`src/rtl/fetch_ctrl_pkg.sv`:
```
// Shared definitions for the instruction fetch controller: word width,
// state encoding and the default reset fetch address.
package fetch_ctrl_pkg;

    localparam int WORD = 32;

    localparam logic [WORD-1:0] DEFAULT_RESET_PC = '0;

    typedef enum logic [1:0] {
        ST_IDLE = 2'd0,
        ST_REQ  = 2'd1,
        ST_HOLD = 2'd2
    } fetch_state_e;

endpackage

```
`src/rtl/fetch_ctrl.sv`:
```
// Instruction fetch controller: issues one word request at a time, holds the
// returned instruction for the decoder and follows redirects from downstream.
//
// Handshakes:
//   memory side  : mem_req/mem_addr stay stable from request until the cycle
//                  mem_ack=1; mem_rdata is sampled in that cycle.
//   decoder side : inst/inst_pc are stable while inst_valid=1; a handoff
//                  happens on a rising edge where inst_valid=1 and inst_ready=1.
module fetch_ctrl
    import fetch_ctrl_pkg::*;
#(
    parameter int               WIDTH    = WORD,
    parameter logic [WIDTH-1:0] RESET_PC = WIDTH'(DEFAULT_RESET_PC)
) (
    input  logic             clk,
    input  logic             rst,
    input  logic             run,
    output logic             mem_req,
    output logic [WIDTH-1:0] mem_addr,
    input  logic             mem_ack,
    input  logic [WIDTH-1:0] mem_rdata,
    output logic             inst_valid,
    output logic [WIDTH-1:0] inst,
    output logic [WIDTH-1:0] inst_pc,
    input  logic             inst_ready,
    input  logic             redirect,
    input  logic [WIDTH-1:0] redirect_pc,
    output logic [WIDTH-1:0] fetch_count,
    output fetch_state_e     state_dbg
);

    fetch_state_e     state_q, state_d;
    logic [WIDTH-1:0] pc_q, pc_d;
    logic [WIDTH-1:0] addr_q, addr_d;
    logic             kill_q, kill_d;
    logic [WIDTH-1:0] inst_q, inst_d;
    logic [WIDTH-1:0] inst_pc_q, inst_pc_d;
    logic [WIDTH-1:0] count_q, count_d;

    always_ff @(posedge clk or negedge rst) begin
        if (!rst) begin
            state_q   <= ST_IDLE;
            pc_q      <= RESET_PC;
            addr_q    <= RESET_PC;
            kill_q    <= 1'b0;
            inst_q    <= '0;
            inst_pc_q <= '0;
            count_q   <= '0;
        end else begin
            state_q   <= state_d;
            pc_q      <= pc_d;
            addr_q    <= addr_d;
            kill_q    <= kill_d;
            inst_q    <= inst_d;
            inst_pc_q <= inst_pc_d;
            count_q   <= count_d;
        end
    end

    // addr_q is the address of the outstanding request; pc_q may already
    // point elsewhere after a redirect while that request is still in flight.
    always_comb begin
        state_d   = state_q;
        pc_d      = pc_q;
        addr_d    = addr_q;
        kill_d    = kill_q;
        inst_d    = inst_q;
        inst_pc_d = inst_pc_q;
        count_d   = count_q;

        unique case (state_q)
            ST_IDLE: begin
                if (redirect) begin
                    pc_d   = redirect_pc;
                    addr_d = redirect_pc;
                end else if (run) begin
                    state_d = ST_REQ;
                    addr_d  = pc_q;
                end
            end

            ST_REQ: begin
                if (redirect) begin
                    pc_d = redirect_pc;
                end
                if (mem_ack) begin
                    if (kill_q || redirect) begin
                        kill_d  = 1'b0;
                        addr_d  = pc_d;
                        state_d = run ? ST_REQ : ST_IDLE;
                    end else begin
                        inst_d    = mem_rdata;
                        inst_pc_d = addr_q;
                        state_d   = ST_HOLD;
                    end
                end else if (redirect) begin
                    kill_d = 1'b1;
                end
            end

            ST_HOLD: begin
                if (inst_ready || redirect) begin
                    if (inst_ready) begin
                        count_d = count_q + WIDTH'(1);
                    end
                    // A redirect overrides the sequential successor even when
                    // the held instruction is accepted in the same cycle.
                    pc_d    = redirect ? redirect_pc : pc_q + WIDTH'(1);
                    addr_d  = pc_d;
                    state_d = run ? ST_REQ : ST_IDLE;
                end
            end

            default: begin
                state_d = ST_IDLE;
                kill_d  = 1'b0;
            end
        endcase
    end

    assign mem_req     = (state_q == ST_REQ);
    assign mem_addr    = addr_q;
    assign inst_valid  = (state_q == ST_HOLD);
    assign inst        = inst_q;
    assign inst_pc     = inst_pc_q;
    assign fetch_count = count_q;
    assign state_dbg   = state_q;

endmodule

```
`config.mk`:
```
export PLATFORM = sky130hd
export DESIGN_NAME = fetch_ctrl
export DESIGN_NICKNAME = d
export VERILOG_FILES = /design/src/rtl/fetch_ctrl_pkg.sv /design/src/rtl/fetch_ctrl.sv
export SDC_FILE = /design/constraint.sdc
export NUM_CORES = 1
export LEC_CHECK = 0
export ABC_AREA = 1
export BUFFER_PORTS_ARGS = -buffer_cell sky130_fd_sc_hd__buf_2
export CORE_MARGIN = 4
export CORE_UTILIZATION = 54
export CTS_CLUSTER_DIAMETER = 30
export DETAILED_ROUTE_END_ITERATION = 6
export GPL_TIMING_DRIVEN = 0
export PLACE_DENSITY = 0.81
export SLEW_MARGIN = 30
export SYNTH_ARGS = -nofsm -noshare
export SYNTH_HDL_FRONTEND = slang
export SYNTH_SLANG_ARGS = --single-unit
export TNS_END_PERCENT = 1
```
`constraint.sdc`:
```
create_clock -name clk -period 1.65 [get_ports clk]
set_input_delay 0.4125 -clock clk [delete_from_list [all_inputs] [get_ports clk]]
set_output_delay 0.4125 -clock clk [all_outputs]
set_load 0.03 [all_outputs]
```
# [After elaboration in Yosys (flattened, before gate mapping)]
# Index checks and enable logic that the tools add are counted.
[word_totals] register_bits=163 elab_cells=54
[op_classes] n_addsub=2 n_eq_ne=10 mux=20 bitwise_logic=2 n_reduce_logical=13
[ops] op="2-to-1 mux 32 bit" n=7
[ops] op="one-hot mux 32 bit (3 select lines)" n=1
[ops] op="adder 32 x 1 -> 32 bit, second input constant" n=2
[ops] op="one-hot mux 32 bit (2 select lines)" n=1
[ops] op="2-to-1 mux 2 bit" n=5
[ops] op="AND reduction 3 bit" n=3
[ops] op="!= test 2 x 1 -> 1 bit, second input constant" n=3
[ops] op="one-hot mux 2 bit (3 select lines)" n=1
[ops] op="AND reduction 5 bit" n=1
[ops] op="2-to-1 mux 1 bit" n=4
[ops] op="!= test 2 bit, second input constant" n=2
[ops] op="AND reduction 4 bit" n=1
[ops] op="OR reduction 2 bit" n=2
[ops] op="!= test 3 x 1 -> 1 bit, second input constant" n=1
[ops] op="!= test 3 x 2 -> 1 bit, second input constant" n=1
[ops] op="!= test 3 bit, second input constant" n=1
[ops] op="nonzero test 3 bit" n=1
[ops] op="== test 2 x 1 -> 1 bit, second input constant" n=1
[ops] op="== test 2 bit, second input constant" n=1
[ops] op="zero test 2 bit" n=1
[ops] op="logical OR 1 bit" n=2
[ops] op="inverter 1 bit" n=2
[ops] op="one-hot mux 1 bit (2 select lines)" n=1
[ops] op="AND reduction 2 bit" n=1
[ops] op="nonzero test 2 bit" n=1

# [Depth between registers and ports, before layout]
[depth] word_depth=4 ltp_mapped=11

# [Worst setup path after synthesis]
# OpenSTA, ideal clock, no wires.
[synth_timing] kind="register -> register" start="register state_q[0] (netlist: state_dbg[0])" end="register addr_q[17] (netlist: mem_addr[17])" arrival_time_ps=1799 required_ps=1533 setup_slack_ps=-266 stages_incl_launch_ff=12 period_less_slack_ps=1916 cell_sequence="dfrtp_1 inv_2 nor2_2 nand2_2 nand2_1 a21oi_2 nand2_4 inv_2 buf_6 buf_6 nand2_1 nand2_1"
[synth_via] elab_chain_cells=3
[synth_rtl] element="from (decl)" line_no="fetch_ctrl.sv:32" text="fetch_state_e state_q, state_d;"
[synth_rtl] element="from (signal assigned)" line_no="fetch_ctrl.sv:50" text="state_q <= state_d;"
[synth_rtl] element="== test 2 x 1 -> 1 bit (*)"
[synth_rtl] element="net mem_req" line_no="fetch_ctrl.sv:18" text="output logic mem_req,"
[synth_rtl] element="!= test 2 x 1 -> 1 bit (no source line) / nonzero test 3 bit (equally long branches)"
[synth_rtl] element="AND reduction 5 bit (no source line)"
[synth_rtl] element="to (signal assigned)" line_no="fetch_ctrl.sv:52" text="addr_q <= addr_d;"
[synth_rtl] element="to (decl)" line_no="fetch_ctrl.sv:34" text="logic [WIDTH-1:0] addr_q, addr_d;"
# The timed path passes the listed nets; every way through them passes the cells marked *.
# A chain may end at the register's enable or synchronous reset.

# [Worst setup path in the final report]
[layout_timing] start="register state_q[1] (netlist: state_dbg[1])" end="output port mem_req"
[layout_via] elab_chain_cells=1
[layout_rtl] element="== test 2 x 1 -> 1 bit" line_no="fetch_ctrl.sv:121" text="assign mem_req = (state_q == ST_REQ);"
[layout_rtl] element="to (decl)" line_no="fetch_ctrl.sv:18"
# No other way between the ends.

==> results.json <==
{
  "yosysTopAreaCell": "dfrtp_1",
  "ioPinCount": 202,
  "clk_pin_slew_ns": 0.06,
  "rsz0062_at_grt": "true",
  "slew_headroom_pct": 67.4,
  "die_width_um": 131,
  "placed_cell_area_mm2": 0.00953,
  "die_area_mm2": 0.0173,
  "drc_errors": 0,
  "grt_pass1_vias": 7647,
  "ir_worst_vdd_uv": 1270,
  "total_power_mw": 17.3,
  "critPathSlowestCell": "dfrtp_2",
  "cts_inserted_buffers": 17,
  "synth_top_area_share_pct": 49.6,
  "fin_nets": 1415,
  "avgRoutedWirePerCell_um": 15.5,
  "pre_cts_ws_ns": -0.227,
  "met2_usage_pct": 45.3,
  "rows": 44,
  "gp_congestion": 0.973,
  "initial_core_util_pct": 55.9,
  "required_ns": 1.24,
  "worstSetupPathType": "register to primary output",
  "ys_ff_latch": 163,
  "startpoint_type": "register",
  "fin_crit_sh_pct": 107,
  "synth_flop_cell": "dfrtp_1",
  "antenna_found_initial": 0,
  "multi_input_area_mm2": 0.00384,
  "syn-instance-count": 1107,
  "cts_tree": "built",
  "ys_seq_area_share_pct": 49.6,
  "maxSlewViolCount": 0,
  "numClockSinks": 163,
  "fmax_mhz": 568,
  "fp.coreArea_mm2": 0.0147,
  "cts_root_buffer": "clkbuf_16",
  "htreeDepth": 4,
  "grt_util_met3_pct": 6.31,
  "powerDensity_mw_per_mm2": 1660,
  "setup_viol": 30,
  "drv_cap": 0,
  "violations": "setup timing",
  "use_met1_pct": 35.5,
  "finalClockSkew_ns": 0.0117,
  "final_common_cell": "nand2_1",
  "grt_pass1_wl_um": 38400,
  "worstPathArrival_ns": 1.35,
  "hold_ws_ns": 0.191,
  "synthArstFlopShare_pct": 100,
  "firstDrtPassIters": 5,
  "cp_slowest_stage_delay_ns": 0.45,
  "syn_nets": 1179,
  "status": "finished, violations left",
  "path_buf_inv": 2,
  "setup_ws_ns": -0.110,
  "grt-ovfl-total": 0,
  "path_cells": "buf_4, nor2_4, buf_2",
  "busiest_layer": "met2",
  "synth_cell_types": 36,
  "regArea_mm2": 0.00409,
  "clock_path_buffers": 2,
  "hold_viol": 0,
  "grt_use_total_pct": 27.2,
  "dieHeight_um": 131,
  "clk_latency_ns": 0.43,
  "num_vias": 8123,
  "syn2layout_area_growth_pct": 26.8,
  "layout_min_cycle_time_ns": 1.76,
  "synth-edff-count": 0,
  "end_kind": "primary output",
  "synth_area_leaders": "dfrtp_1 (50%), nand2_1 (24%), nor2_1 (3.6%)",
  "grt_max_degree": 63,
  "hold_class": "input pin to register",
  "antennaDiodeCount": 0,
  "vias_per_cell": 5.27,
  "fin_area_mm2": 0.0104,
  "final_cell_mix": "nand2_1 (515), buf_2 (216), dfrtp_1 (157), inv_1 (68), nor2_1 (67)",
  "fin_util_pct": 70.9,
  "tightestPinTransition_ns": 0.486,
  "cellLeakagePower_nw": 5.59,
  "synth_area_mm2": 0.00822,
  "dp_hpwl_um": 17700,
  "drtIter0Drc": 681,
  "postRouteAntennaNets": 0,
  "n_fill_cell": 1218,
  "wl_um": 23800,
  "port-buffer-count": 201,
  "crit_family": "flip-flops",
  "syn_area_per_cell_um2": 7.43,
  "yosys_warnings": 0,
  "cp_max_fo": 4,
  "drive_gt1_share_pct": 26.0
}
## Yosys cell counts, types with 2 or more instances
cell type and n:
nor2_4 6, xor2_1 15, or2_2 3, nor3_1 23
dfrtp_1 163, mux2i_1 2, inv_1 70, nand3_1 53
ha_1 2, nor2_1 79, inv_2 7, nand2_4 3
nand2_1 522, buf_2 24, buf_6 2, o21ai_1 29
nand2_2 4, o21ai_0 44, xnor2_1 5, a21oi_2 2
nand3b_1 12, nand3_2 2, nor2_2 4, nand4_1 12
clkbuf_1 8
## sequential cells by signal, indices dropped and copies added (netlist names)
name	count
inst_pc	32
mem_addr	32
pc_q	32
fetch_count	32
kill_q	1
inst	32
state_dbg	2
## logic make-up (layout without fill, tap and decap cells)
kind of cell | count (synthesis) | count (layout) | share of synthesized area [%]
flip-flops | 163 | 163 | 49.6
AO/OA/AOI/OAI | 80 | 80 | 5.08
multiplexers | 2 | 2 | 0.244
buffers and inverters | 113 | 362 | 5.75
adder cells (fa/ha/maj) | 2 | 2 | 0.304
AND/OR/NAND/NOR | 727 | 727 | 36.9
XOR/XNOR | 20 | 20 | 2.13
## cell type report
cell class	instances	area share [%]
timing repair buffer	217	11.4
multi-input combinational	831	36.9
buffer	35	2.14
clock inverter	9	0.780
inverter	78	2.88
tap	184	2.21
clock buffer	23	4.49
sequential	163	39.2
## routing by layer
layer,vias to the layer above,routed length [µm]
met5,-,0
met4,0,564
met3,49,1670
met2,305,11500
met1,3829,10100
li1,3940,-
## final timing paths
check	startpoint	slack [ns]	cells past startpoint	endpoint
max	state_dbg[1]$_DFFE_PN0P_	-0.11	3	mem_req
min in group asynchronous	rst	0.47	2	fetch_count[18]$_DFFE_PN0P_
min reg2reg	inst_pc[23]$_DFFE_PN0P_	0.46	2	inst_pc[23]$_DFFE_PN0P_
max in group asynchronous	rst	0.23	4	state_dbg[1]$_DFFE_PN0P_
min	mem_rdata[25]	0.19	3	inst[25]$_DFFE_PN0P_
max reg2reg	state_dbg[0]$_DFFE_PN0P_	-0.09	8	mem_addr[11]$_DFFE_PN0P_
## repair_timing
| item | 4_1_cts | 5_1_grt |
|---|---|---|
| setup endpoints to repair | 100 | 128 |
| buffers inserted | 5 | 8 |
| pin swaps | 8 | 11 |
| resized for setup | 38 | 49 |
| hold endpoints to repair | 41 | 0 |
| gates cloned | 0 | 0 |
| hold buffers | 1 | 0 |
## worst min-delay path, cell delays in order
cell,delay [ns]
buf_2,0.07
nand2_1,0.04
nand2_1,0.05
## power by group
group | switching [mW] | leakage (nW) | internal (mW) | total (mW)
logic | 5.12 | 3.30 | 2.07 | 7.19
clock network | 1.56 | 0.263 | 2.15 | 3.71
registers | 1.08 | 2.02 | 5.37 | 6.45
## per-stage QoR
stage / TNS [ns] / instances
2_1_floorplan: -0.0518 / 1107
3_3_place_gp: -391.13 / 1492
3_5_place_dp: -17.01 / 1494
4_1_cts: -1.23 / 1532
5_1_grt: -6.30 / 1540
6_report: -1.10 / 1540
No activity file was read; power rests on OpenSTA's default activity.
